$ cat src/rtl/des_sram_ctrl.sv
// Transaction sequencer for the I2C Triple-DES datapath: key loads, data capture,
// DES start/finish handshakes and a circular SRAM block buffer with independent pointers.
module des_sram_ctrl #(
    parameter int ADDR_W    = 16,
    parameter int NUM_KEYS  = 2,
    parameter int DEPTH     = 4096,
    parameter int BASE_ADDR = 0
) (
    input  logic                clk,
    input  logic                n_rst,
    input  logic                i2c_stop,
    input  logic                i2c_rw,
    input  logic                data_ready,
    input  logic                next_data,
    input  logic                des_ready,
    output logic [NUM_KEYS-1:0] key_act,
    output logic                data_load,
    output logic                des_start,
    output logic                dir_sel,
    output logic                write_enable,
    output logic                read_enable,
    output logic                output_load_enable,
    output logic [ADDR_W-1:0]   address,
    output logic [ADDR_W:0]     count,
    output logic                overflow,
    output logic                underflow,
    output logic                busy
);

    typedef enum logic [2:0] {
        IDLE, KEY, DATA, CRYPT, WAIT_DES, STORE, READ, LOAD_OUT
    } state_t;

    localparam logic [ADDR_W-1:0]   BASE     = ADDR_W'(BASE_ADDR);
    localparam logic [ADDR_W-1:0]   LAST_PTR = ADDR_W'(DEPTH - 1);
    localparam logic [ADDR_W-1:0]   PTR_ONE  = ADDR_W'(1);
    localparam logic [ADDR_W:0]     FULL     = (ADDR_W + 1)'(DEPTH);
    localparam logic [ADDR_W:0]     CNT_ONE  = (ADDR_W + 1)'(1);
    localparam logic [NUM_KEYS-1:0] KEY_LSB  = NUM_KEYS'(1);
    localparam logic [2:0]          LAST_KEY = 3'(NUM_KEYS - 1);

    state_t              state_q, state_d;
    logic [2:0]          k_q, k_d;
    logic                stop_pending, stop_d;
    logic [ADDR_W-1:0]   wr_ptr, wr_d;
    logic [ADDR_W-1:0]   rd_ptr, rd_d;
    logic [ADDR_W:0]     count_d;
    logic                mode_d, ovf_d;
    logic [NUM_KEYS-1:0] key_act_d;
    logic                data_load_d, des_start_d, we_d, re_d, ole_d, underflow_d, busy_d;
    logic [ADDR_W-1:0]   address_d;

    // Handshake: every input is a level sampled on the rising edge; every strobe output
    // is registered, appears in the cycle after the sampling edge and lasts one cycle.
    always_comb begin
        state_d     = state_q;
        k_d         = k_q;
        stop_d      = stop_pending;
        wr_d        = wr_ptr;
        rd_d        = rd_ptr;
        count_d     = count;
        mode_d      = dir_sel;
        ovf_d       = overflow;
        key_act_d   = '0;
        data_load_d = 1'b0;
        des_start_d = 1'b0;
        we_d        = 1'b0;
        re_d        = 1'b0;
        ole_d       = 1'b0;
        underflow_d = 1'b0;

        // A stop during block processing is deferred until the block has finished.
        if (i2c_stop && (state_q == READ || state_q == CRYPT || state_q == WAIT_DES ||
                         state_q == STORE || state_q == LOAD_OUT))
            stop_d = 1'b1;

        case (state_q)
            IDLE: begin
                if (data_ready && !i2c_stop) begin
                    mode_d    = i2c_rw;
                    key_act_d = KEY_LSB;
                    k_d       = 3'd1;
                    state_d   = (NUM_KEYS == 1) ? DATA : KEY;
                end
            end
            KEY: begin
                if (i2c_stop) begin
                    state_d = IDLE;
                end else if (data_ready) begin
                    key_act_d = KEY_LSB << k_q;
                    k_d       = k_q + 3'd1;
                    if (k_q == LAST_KEY)
                        state_d = DATA;
                end
            end
            DATA: begin
                if (i2c_stop) begin
                    state_d = IDLE;
                end else if (!dir_sel) begin
                    if (data_ready)
                        data_load_d = 1'b1;
                    if (next_data) begin
                        state_d     = CRYPT;
                        des_start_d = 1'b1;
                    end
                end else if (next_data) begin
                    if (count == '0) begin
                        underflow_d = 1'b1;
                    end else begin
                        state_d = READ;
                        re_d    = 1'b1;
                    end
                end
            end
            READ: begin
                state_d     = CRYPT;
                des_start_d = 1'b1;
            end
            CRYPT: state_d = WAIT_DES;
            WAIT_DES: begin
                if (des_ready) begin
                    if (!dir_sel) begin
                        state_d = STORE;
                        if (count < FULL)
                            we_d = 1'b1;
                        else
                            ovf_d = 1'b1;
                    end else begin
                        state_d = LOAD_OUT;
                        ole_d   = 1'b1;
                    end
                end
            end
            STORE: begin
                // write_enable is high during STORE exactly when the slot was written.
                if (write_enable) begin
                    wr_d    = (wr_ptr == LAST_PTR) ? '0 : wr_ptr + PTR_ONE;
                    count_d = count + CNT_ONE;
                end
                state_d = (stop_pending || i2c_stop) ? IDLE : DATA;
            end
            LOAD_OUT: begin
                rd_d    = (rd_ptr == LAST_PTR) ? '0 : rd_ptr + PTR_ONE;
                count_d = count - CNT_ONE;
                state_d = (stop_pending || i2c_stop) ? IDLE : DATA;
            end
            default: state_d = IDLE;
        endcase

        if (state_d == IDLE) begin
            k_d    = 3'd0;
            stop_d = 1'b0;
        end

        busy_d    = (state_d != IDLE);
        address_d = BASE + (((state_d == IDLE) ? i2c_rw : mode_d) ? rd_d : wr_d);
    end

    always_ff @(posedge clk or negedge n_rst) begin
        if (!n_rst) begin
            state_q            <= IDLE;
            k_q                <= 3'd0;
            stop_pending       <= 1'b0;
            wr_ptr             <= '0;
            rd_ptr             <= '0;
            count              <= '0;
            dir_sel            <= 1'b0;
            overflow           <= 1'b0;
            key_act            <= '0;
            data_load          <= 1'b0;
            des_start          <= 1'b0;
            write_enable       <= 1'b0;
            read_enable        <= 1'b0;
            output_load_enable <= 1'b0;
            underflow          <= 1'b0;
            busy               <= 1'b0;
            address            <= BASE;
        end else begin
            state_q            <= state_d;
            k_q                <= k_d;
            stop_pending       <= stop_d;
            wr_ptr             <= wr_d;
            rd_ptr             <= rd_d;
            count              <= count_d;
            dir_sel            <= mode_d;
            overflow           <= ovf_d;
            key_act            <= key_act_d;
            data_load          <= data_load_d;
            des_start          <= des_start_d;
            write_enable       <= we_d;
            read_enable        <= re_d;
            output_load_enable <= ole_d;
            underflow          <= underflow_d;
            busy               <= busy_d;
            address            <= address_d;
        end
    end

endmodule

$ cat config.mk
export PLATFORM = sky130hd
export DESIGN_NAME = des_sram_ctrl
export DESIGN_NICKNAME = d
export VERILOG_FILES = /design/src/rtl/des_sram_ctrl.sv
export SDC_FILE = /design/constraint.sdc
export NUM_CORES = 1
export LEC_CHECK = 0
export CORE_MARGIN = 1.5
export CORE_UTILIZATION = 50
export CTS_CLUSTER_SIZE = 30
export DETAILED_ROUTE_END_ITERATION = 10
export PLACE_DENSITY = 0.73
export SLEW_MARGIN = 10
export SYNTH_ARGS = -nofsm -noshare
export SYNTH_HDL_FRONTEND = slang
export SYNTH_SLANG_ARGS = --single-unit
$ cat constraint.sdc
create_clock -name clk -period 3.95 [get_ports clk]
set_input_delay 0.9875 -clock clk [delete_from_list [all_inputs] [get_ports clk]]
set_output_delay 0.9875 -clock clk [all_outputs]
set_load 0.05 [all_outputs]
Word-level counts from Yosys, hierarchy flattened

Cells that the tools add are included.

Bits in registers: 83
Bits in latches: 0
RAM bits: 0
ROM bits: 0
Input bits: 7
Output and inout port bits: 44
Memories: 0

Add/subtract/negate cells: 5
$mul: 0
Divide/modulo/power cells: 0
Order comparisons: 1
Equal/unequal tests: 14
Shifts and indexed selects: 1
Multiplexer cells: 60
Bitwise logic cells: 2
Reduce and logical (&&, ||, !) cells: 19

Operators with widths:

| cell                  | count |
|---|---|
| $mux 16               | 6 |
| $mux 3                | 14 |
| $pmux 17 s2           | 1 |
| $add 16x1->16 const B | 2 |
| $eq 16x12->1 const B  | 2 |
| $mux 1                | 30 |
| $pmux 3 s7            | 1 |
| $add 17x1->17 const B | 1 |
| $logic_not 17->1      | 1 |
| $lt 17x13->1 const B  | 1 |
| $mux 17               | 1 |
| $sub 17x1->17 const B | 1 |
| $eq 3x3->1 const B    | 4 |
| $ne 3x3->1 const B    | 3 |
| $mux 2                | 4 |
| $reduce_and 4->1      | 2 |
| $eq 3x1->1 const B    | 2 |
| $eq 3x2->1 const B    | 2 |
| $logic_not 3->1       | 2 |
| $pmux 3 s2            | 1 |
| $reduce_bool 3->1     | 2 |
| $logic_or 1x1->1      | 5 |
| $pmux 2 s2            | 1 |
| $reduce_bool 2->1     | 2 |
| other kinds (9)       | 11 |

Depth between registers and ports, before layout

Gate-level depths: netlist of the first run.

Depth after elaboration: 9
Depth in mapped cells: 10
Gate-level depth less buffers: 9

Worst setup path before layout of the first run

OpenSTA, ideal clock, no wires.

Path type: input -> register
Start: input i2c_stop
End: register address[10]
Arrival time: 3.049 ns
Required time: 3.825 ns
Setup slack: 0.776 ns
Cell stages on the path: 9
Buffers on the path: 3
Path through: clkbuf_2 -> or4b_1 -> clkbuf_1 -> a21oi_1 -> a221o_2 -> nor4b_4 -> mux2_4 -> buf_12 -> mux2_4

Cells in the longest elaborated chain, start to end: 7
Elaborated cells on any way between the ends: 13

Ends and longest elaborated chain:

| item                   | RTL line | source |
|---|---|---|
| start: declaration     | 11       | `input logic i2c_stop,` |
| $logic_not 1->1        | 79       | `if (data_ready && !i2c_stop) begin` |
| $logic_and 1x1->1      | 79       |  |
| $mux 3                 | 79       |  |
| $pmux 3 s7 *           | 77       | `case (state_q)` |
| net state_d[0]         | 42       | `state_t state_q, state_d;` |
| $logic_not 3->1 *      | 156      | `address_d = BASE + (((state_d == IDLE) ? i2c_rw : mode_d) ? rd_d : wr_d);` |
| $mux 1 *               | 156      |  |
| $mux 16 *              | 156      |  |
| net address_d[10]      | 51       | `logic [ADDR_W-1:0] address_d;` |
| end signal: assignment | 195      | `address <= address_d;` |
| end: declaration       | 23       | `output logic [ADDR_W-1:0] address,` |

The timed path passes the listed nets; every way through them passes the cells marked *.
A chain may end at the register's enable or synchronous reset.

Worst setup path after layout of the first run

Start: register state_q[2]
End: register count[11]

Cells in the longest elaborated chain, start to end: 3
Elaborated cells on any way between the ends: 6

Ends and longest elaborated chain:

| item                                                      | RTL line | source |
|---|---|---|
| start: declaration                                        | 42       |  |
| start signal: assignment                                  | 179      | `state_q <= state_d;` |
| $eq 3x3->1                                                | 77       |  |
| $ne 2x2->1 (no line) or $reduce_bool 2->1 (tied branches) | --       |  |
| $reduce_and 2->1 (no line)                                | --       |  |
| end signal: assignment                                    | 184      | `count <= count_d;` |
| end: declaration                                          | 24       | `output logic [ADDR_W:0] count,` |

Parallel ways exist; a longest one is shown, timed or not.

==> flow_metrics.tcl, run 1 <==
set metrics [dict create \
    clk_pin_slew_worst_paths_ns 0.09 \
    cap_violations 0 \
    finalHoldViolations 0 \
    netlist_instances 412 \
    dr.pass1.iters 4 \
    max-vdd-ir-drop_uv 426 \
    critPathArrivalTime_ns 3.53 \
    placed_area_mm2 0.00495 \
    holdCritPathClass "reg2reg" \
    start_util_pct 52.3 \
    cpPeakStageDelay_ns 0.64 \
    worstPathCellList "nand3_1 -> buf_4 -> inv_1 -> ha_1 -> a21o_1 -> a21oi_1 -> a21oi_1 -> o311a_1 -> or3_1 -> a31o_2" \
    cts_resized 0 \
    yosysTopAreaCell "dfrtp_1" \
    leakage_uw 0.00247 \
    intPower_uw 1650 \
    cts_root_buffer "clkbuf_8" \
    grt_max_degree 84 \
    dp_hpwl_um 6510 \
    vias 3291 \
    finClkSkew_ns 0.00839 \
    ys_types 55 \
    final_core_util_pct 62.2 \
    postSynth.asyncResetShare_pct 100 \
    synth.cell_area_mm2 0.00434 \
    io_pins 51 \
    fin_area_mm2 0.00516 \
    fin_nets 495 \
    cts_buffer_depth 2 \
    dieArea_mm2 0.00925 \
    syn2layout_area_growth_pct 18.9 \
    core_mm2 0.00830 \
    tns_ns 0 \
    max_freq_ghz 0.304 \
    synth_commonest_cells "83 x dfrtp_1, 39 x nand2_1, 37 x nor2_1" \
    grtUsageTotal_pct 21.9 \
    grt_overflow 0 \
    yosys_warnings 0 \
    switching_power_uw 1070 \
    slowest_stage "dfrtp_1" \
    maxSlewHeadroom_pct 31.3 \
    ant_nets 0 \
    htree_levels 3 \
    crit_family "compound AO/OA/AOI/OAI gates" \
    cts_tree "done" \
    clkLatencyLatePin_ns 0.36 \
    path_common_cell "a21oi_1" \
    status "finished, final reports clean" \
    critPathKind "reg2reg" \
    grt_pass1_wl_um 15300 \
    detailedPlace.worstSlack_ns 0.373 \
    powerDensity_mw_per_mm2 527 \
    die_x_um 96.2 \
    period_share_pct 83.2 \
    synth-seq-cells 83 \
    worst_slew_pin_slew_ns 1.03 \
    switching_share_pct 39.3 \
    worst_setup_path_end_kind "register" \
    wire_per_inst_um 15.8 \
    crit_path_start_kind "register" \
    port-buffer-count 50 \
    drt_iter0_drc 77 \
    synth_area_leaders "dfrtp_1 48%, ha_1 5.5%, mux2_4 3.8%" \
    path_buf_inv 2 \
    slew_viol_final 0 \
    seq_power_share_pct 39.2 \
    antenna_cells 0 \
    postSynthAreaPerCell_um2 10.5 \
    hold_buffers 0 \
    p_clk_share_pct 23.6 \
    numCtsBuffers 9 \
    drt_wl_total_um 9140 \
    syn-num-nets 439 \
    gp_congestion 0.886 \
    comb_power_share_pct 37.2 \
    post-synth-top-count-cell "dfrtp_1" \
    worst_ep_required_time_ns 4.20 \
    synth-main-ff-cell "dfrtp_1" \
    drc 0 \
    clock-sinks 83 \
    post_cts_buffers 0 \
    critPathMaxFanout 16 \
    antenna_found_initial 0 \
    synth_top_area_share_pct 47.8 \
    rsz0062_at_grt "false" \
    setup_viol 0 \
    synth_edf_count 0 \
    fin_ws_ns 0.665 \
    seq_area_frac_synth_pct 47.8 \
    period_needed_ns 3.29 \
    die_height_um 96.2 \
    std_cell_rows 33 \
    grt_pass1_vias 3230 \
    drive_gt1_share_pct 10.4 \
    drt-vias-per-instance 5.69 \
]
-- state kept, by name, indices dropped and copies added, names as in the netlist --
register	flops
wr_ptr	16
stop_pending	1
rd_ptr	16
count	17
dir_sel	1
busy	1
overflow	1
address	16
data_load	1
k_q	3
underflow	1
output_load_enable	1
des_start	1
read_enable	1
state_q	3
write_enable	1
key_act	2
-- metrics by stage --
stage,power (uW),cells,hold WS (ns)
after floorplan,1800,412,0.461
after global placement,2080,562,0.491
after detailed placement,2100,562,0.491
after CTS,2750,578,0.509
after global routing,2880,578,0.530
final,2720,578,0.505
-- worst paths after layout --
kind,cells past startpoint,endpoint,slack [ns],start
min in group asynchronous,1,des_start$_DFF_PN0_,0.78,n_rst
worst max-delay path,10,count[11]$_DFFE_PN0P_,0.66,state_q[2]$_DFF_PN0_
worst min-delay path,1,wr_ptr[6]$_DFF_PN0_,0.50,wr_ptr[6]$_DFF_PN0_
worst min register to register,1,wr_ptr[6]$_DFF_PN0_,0.50,wr_ptr[6]$_DFF_PN0_
worst max register to register,10,count[11]$_DFFE_PN0P_,0.66,state_q[2]$_DFF_PN0_
max in group asynchronous,1,count[11]$_DFFE_PN0P_,2.49,n_rst
-- power groups by stage --
stage	Combinational [uW]	Clock [uW]	Sequential, uW
2_1_floorplan	500	0	1300
3_3_place_gp	1000	0	1080
3_5_place_dp	1020	0	1080
4_1_cts	1020	657	1070
5_1_grt	1100	696	1090
6_report	1010	642	1070
-- kinds of logic after synthesis --
group | share of synthesized area [%]
buf+inv | 2.13
simple gates | 18.9
compound gates | 11.6
flops | 47.8
mux | 6.57
xor+xnor | 7.06
fa+ha+maj | 5.94
-- placed cells by master (no fill, tap or decap), drive strengths merged, types with 5 or more instances in the layout --
cell type      Yosys  final
a21o              11     11
a21oi             22     22
and3               7      7
and4               5      5
buf                1      6
clkbuf             9     10
clkdlybuf4s50      0     49
dfrtp             83     83
ha                19     19
inv               10     13
mux2              19     19
nand2             39     39
nand3             14     14
nand4              9      9
nor2              37     37
nor3              11     11
o21a               6      6
o21ai             14     14
xnor2             18     18
xor2              17     17
-- area by class of cell --
class                   instances  area (um2)
fillers                       670        3140
flip-flops and latches         83        2080
inverters                      10        37.5
clock inverters                 6        71.3
well taps                     105         131
multi-input cells             309        2170
repair buffers                 55         536
clock buffers                  10         138
-- layer usage --
layer  vias to the layer above  GRT usage [%]  part of all wire [%]
li1                       1599              -                     -
met1                      1610           30.6                    49
met2                        64           33.0                    45
met3                        18           4.90                   4.0
met4                         0           8.58                   1.7
met5                         -              0                     0
Note: power is estimated with default switching activity, not from simulation.
==> inputs of run 2 (changes only) <==
Settings changed: PLACE_DENSITY 0.73 to 0.75.
Clock period 3.95 ns to 3 ns, I/O delays scaled along.
==> run 2 against run 1 <==
Compared with the run above:
- combinational power rose by 39%
- worst setup slack got worse by 0.54 ns
- critical path type is now in2reg
- global-route usage rose by 0.54 points
- sequential share of layout area fell by 0.77 points
- routed wire length rose by 4.0%
==> flow_metrics.tcl, run 2 (synthesized netlist as in run 1, its figures left out) <==
set metrics [dict create \
    die_x_um 96.2 \
    slew_viol_final 0 \
    rsz0062_at_grt "false" \
    std_cell_rows 33 \
    htree_levels 3 \
    grt_pass1_vias 3281 \
    finalHoldViolations 0 \
    dieArea_mm2 0.00925 \
    cts_root_buffer "clkbuf_8" \
    grt_max_degree 50 \
    seq_power_share_pct 37.2 \
    cts_resized 0 \
    maxSlewHeadroom_pct 31.4 \
    port-buffer-count 50 \
    grtUsageTotal_pct 22.5 \
    core_mm2 0.00830 \
    critPathKind "in2reg" \
    grt_pass1_wl_um 15700 \
    finClkSkew_ns 0.00777 \
    fin_ws_ns 0.122 \
    critPathArrivalTime_ns 3.11 \
    io_pins 51 \
    post_cts_buffers 0 \
    start_util_pct 52.3 \
    drt_wl_total_um 9500 \
    ant_nets 0 \
    clkLatencyLatePin_ns 0.35 \
    max-vdd-ir-drop_uv 638 \
    numCtsBuffers 9 \
    intPower_uw 2330 \
    cts_buffer_depth 2 \
    switching_power_uw 1390 \
    clock-sinks 83 \
    slowest_stage "clkdlybuf4s50_1" \
    hold_ws_ns 0.416 \
    cpPeakStageDelay_ns 0.59 \
    antenna_found_initial 0 \
    status "finished, final reports clean" \
    crit_path_start_kind "input pin" \
    leakage_uw 0.00253 \
    setup_viol 0 \
    gp_congestion 0.856 \
    drt_iter0_drc 158 \
    dp_hpwl_um 6710 \
    powerDensity_mw_per_mm2 707 \
    drc 0 \
    total_power_uw 3720 \
    period_needed_ns 2.88 \
    rr_worst_depth 6 \
    final_cell_mix "83 x dfrtp_1, 49 x clkdlybuf4s50_1, 39 x nand2_1" \
    path_common_cell "mux2_4" \
    p_clk_share_pct 25.2 \
    holdCritPathClass "in2async" \
    hold_buffers 0 \
    critPathMaxFanout 16 \
    cts_tree "done" \
    detailedPlace.worstSlack_ns -0.218 \
    cap_violations 0 \
    syn2layout_area_growth_pct 21.2 \
    largest_reg_flops 17 \
    grt_overflow 0 \
    antenna_cells 0 \
    max_freq_ghz 0.348 \
    period_share_pct 95.9 \
    drt-vias-per-instance 5.78 \
    worst_ep_required_time_ns 3.23 \
    largest_register "count" \
    worst_setup_path_end_kind "register" \
    drive_gt1_share_pct 11.6 \
    fin_nets 503 \
    die_height_um 96.2 \
    layout_commonest_cell "dfrtp_1" \
    worstPathCellList "clkdlybuf4s50_1 -> or4b_1 -> a21oi_1 -> a221o_2 -> nor4b_4 -> mux2_4 -> mux2_4" \
    final_core_util_pct 63.4 \
    comb_power_share_pct 37.6 \
    clk_pin_slew_worst_paths_ns 0.08 \
    dr.pass1.iters 6 \
    switching_share_pct 37.5 \
    vias 3385 \
    tns_ns 0 \
    worst_slew_pin_slew_ns 1.02 \
    wire_per_inst_um 16.2 \
]
## run 2: cell types whose count changed in the layout (fill, tap and decap cells not counted), sizes merged
| cell | delta |
|---|---|
| clkinv | +1 |
| clkinvlp | -2 |
| inv | -3 |
| clkbuf | +3 |
| bufinv | +1 |
| buf | +8 |
## run 2: per-stage QoR
stage / area [um2] / std cells
6_report: 5260 / 586
5_1_grt: 5260 / 586
4_1_cts: 5260 / 586
3_5_place_dp: 5030 / 570
3_3_place_gp: 5030 / 570
2_1_floorplan: 4340 / 412
## run 2: area by class of cell
cell class / count / area [um2]
clock buffers: 13 / 169
clock inverters: 3 / 68.8
fillers: 658 / 3040
inverters: 10 / 37.5
multi-input cells: 309 / 2170
flip-flops and latches: 83 / 2080
well taps: 105 / 131
repair buffers: 63 / 608
## run 2: path summary, 6_finish.rpt
kind / startpoint / endpoint / slack, ns
min in group clk: overflow$_DFFE_PN0P_ / overflow$_DFFE_PN0P_ / 0.48
max in group asynchronous: n_rst / rd_ptr[11]$_DFF_PN0_ / 1.95
worst min register to register: overflow$_DFFE_PN0P_ / overflow$_DFFE_PN0P_ / 0.48
worst max register to register: count[0]$_DFFE_PN0P_ / address[12]$_DFF_PN0_ / 0.18
worst min-delay path: n_rst / key_act[1]$_DFF_PN0_ / 0.42
worst max-delay path: i2c_stop / address[12]$_DFF_PN0_ / 0.12
## run 2: per-layer routing
layer | part of all wire, % | vias to the layer above | track usage (%)
met1 | 47 | 1659 | 30.2
met5 | 0 | - | 0
li1 | - | 1612 | -
met3 | 4.6 | 13 | 4.66
met4 | 1.7 | 0 | 8.09
met2 | 46 | 101 | 35.8
## run 2: worst max-delay path, delay by kind of cell
family / cells / cell delay (ns)
buffers and inverters: 1 / 0.59
multiplexers: 2 / 0.80
AND/OR/NAND/NOR: 2 / 0.54
AO/OA/AOI/OAI: 2 / 0.42
## run 2: power by group through the flow
stage	sequential, uW	clock (uW)	combinational (uW)
6_report	1380	937	1400
5_1_grt	1400	1010	1500
4_1_cts	1380	958	1400
3_5_place_dp	1400	0	1390
3_3_place_gp	1400	0	1370
2_1_floorplan	1720	0	658
==> inputs of run 3 (changes only) <==
Settings changed: CORE_ASPECT_RATIO set to 0.75, PLACE_DENSITY 0.75 to 0.73, TNS_END_PERCENT set to 50.
Clock period 3 ns to 3.45 ns, I/O delays scaled along.
==> run 3 against run 2 <==
Compared with the run above:
- clock skew fell by 0.0013 ns
- via count decreased by 2.2%
- sequential power shrank 12%
- sequential share of layout area is 0.48 points lower
- clock power is 16% higher
- critical path depth increased by 1
- critical endpoint is now address[15]$_DFF_PN0_
- non-clock buffer count fell by 4
==> flow_metrics.tcl, run 3 (synthesized netlist as in run 1, its figures left out) <==
set metrics [dict create \
    clk_pin_slew_worst_paths_ns 0.06 \
    final_cell_mix "83 x dfrtp_1, 49 x clkdlybuf4s50_1, 39 x nand2_1" \
    largest_reg_flops 17 \
    slew_viol_final 0 \
    port-buffer-count 50 \
    drt-vias-per-instance 5.66 \
    clock-sinks 83 \
    dr.pass1.iters 4 \
    post_cts_buffers 0 \
    ant_nets 0 \
    switching_power_uw 1250 \
    dp_hpwl_um 6570 \
    layout_commonest_cell "dfrtp_1" \
    drive_gt1_share_pct 11.1 \
    comb_power_share_pct 34.1 \
    intPower_uw 2250 \
    status "finished, final reports clean" \
    maxSlewHeadroom_pct 30.7 \
    hold_ws_ns 0.477 \
    grt_pass1_wl_um 16100 \
    holdCritPathClass "reg2reg" \
    hold_buffers 0 \
    drc 0 \
    syn2layout_area_growth_pct 22.7 \
    slowest_stage "or4b_1" \
    grtUsageTotal_pct 22.0 \
    start_util_pct 51.4 \
    cts_resized 0 \
    leakage_uw 0.00255 \
    dp.cells 569 \
    die_height_um 83.7 \
    finalHoldViolations 0 \
    tns_ns 0 \
    htree_levels 3 \
    crit_path_start_kind "input pin" \
    antenna_found_initial 0 \
    critPathKind "in2reg" \
    worst_setup_path_end_kind "register" \
    die_x_um 111 \
    powerDensity_mw_per_mm2 657 \
    worstPathCellList "clkdlybuf4s50_1 -> or4b_1 -> buf_4 -> nor2_1 -> nand2_1 -> o21ai_0 -> mux2_4 -> mux2_2" \
    path_buf_inv 2 \
    setup_viol 0 \
    cts_buffer_depth 2 \
    worst_ep_required_time_ns 3.67 \
    finClkSkew_ns 0.00644 \
    critPathArrivalTime_ns 3.24 \
    drt_wl_total_um 9570 \
    cpPeakStageDelay_ns 0.59 \
    stdcell_count 585 \
    crit_family "simple AND/OR/NAND/NOR gates" \
    drt_iter0_drc 202 \
    wire_per_inst_um 16.4 \
    vias 3309 \
    largest_register "count" \
    switching_share_pct 35.7 \
    p_clk_share_pct 31.3 \
    seq_power_share_pct 34.6 \
    cts_tree "done" \
    max-vdd-ir-drop_uv 502 \
    cap_violations 0 \
    critPathMaxFanout 16 \
    core_mm2 0.00845 \
    gp_congestion 0.849 \
    cts_root_buffer "clkbuf_16" \
    grt_pass1_vias 3268 \
    antenna_cells 0 \
    io_pins 51 \
    period_share_pct 87.7 \
    worst_slew_pin_slew_ns 1.04 \
    rsz0062_at_grt "false" \
    period_needed_ns 3.02 \
    max_freq_ghz 0.331 \
    numCtsBuffers 9 \
    clkLatencyLatePin_ns 0.34 \
    grt_max_degree 84 \
    grt_overflow 0 \
    final_core_util_pct 63.0 \
    std_cell_rows 29 \
    fin_nets 499 \
    dieArea_mm2 0.00926 \
]
## run 3: cell count changes in the layout (fill, tap and decap cells not counted), sizes merged
| cell | change |
|---|---|
| bufinv | +1 |
| buf | -4 |
| clkbuf | -4 |
| clkinvlp | +1 |
| clkinv | +2 |
## run 3: power by group through the flow
stage                     sequential, uW  combinational (uW)  clock [uW]
final                               1210                1190        1090
after CTS                           1210                1200        1120
after global placement              1220                1180           0
after global routing                1230                1280        1150
after floorplan                     1490                 573           0
after detailed placement            1220                1190           0
## run 3: layer usage
layer  vias up  GRT usage (%)  share of wire, %
met3        11           5.23               5.1
li1       1606              -                 -
met1      1604           32.2                51
met5         -              0                 0
met4         0           8.28               1.2
met2        88           31.7                43
## run 3: stage by stage
stage	worst slack, ns	power, uW	area, um2
floorplan	0.401	2070	4340
global placement	0.165	2400	4990
detailed placement	0.0653	2410	4990
CTS	0.421	3530	5330
global route	0.271	3660	5330
finish	0.426	3500	5330
## run 3: worst register-to-register path, cell delays in order (launching register included)
cell and delay [ns]:
dfrtp_1 0.38, nand3_1 0.15, inv_1 0.18, buf_4 0.24, ha_1 0.23, or4_1 0.62, o311ai_0 0.47, nor3b_1 0.26
o31ai_1 0.10
## run 3: area by class of cell
type | count | area, um2
repair buffers | 59 | 566
inverters | 10 | 37.5
flip-flops and latches | 83 | 2080
fillers | 695 | 3130
clock buffers | 9 | 225
multi-input cells | 309 | 2170
clock inverters | 7 | 116
well taps | 108 | 135
## run 3: worst paths after layout
kind / from / to / slack [ns] / cells after the start
min in group asynchronous: n_rst / output_load_enable$_DFF_PN0_ / 0.70 / 1
setup reg to reg: state_q[1]$_DFF_PN0_ / count[13]$_DFFE_PN0P_ / 0.68 / 8
setup / recovery: i2c_stop / address[15]$_DFF_PN0_ / 0.43 / 8
max in group asynchronous: n_rst / address[9]$_DFF_PN0_ / 2.07 / 1
hold / removal: overflow$_DFFE_PN0P_ / overflow$_DFFE_PN0P_ / 0.48 / 1
hold reg to reg: overflow$_DFFE_PN0P_ / overflow$_DFFE_PN0P_ / 0.48 / 1
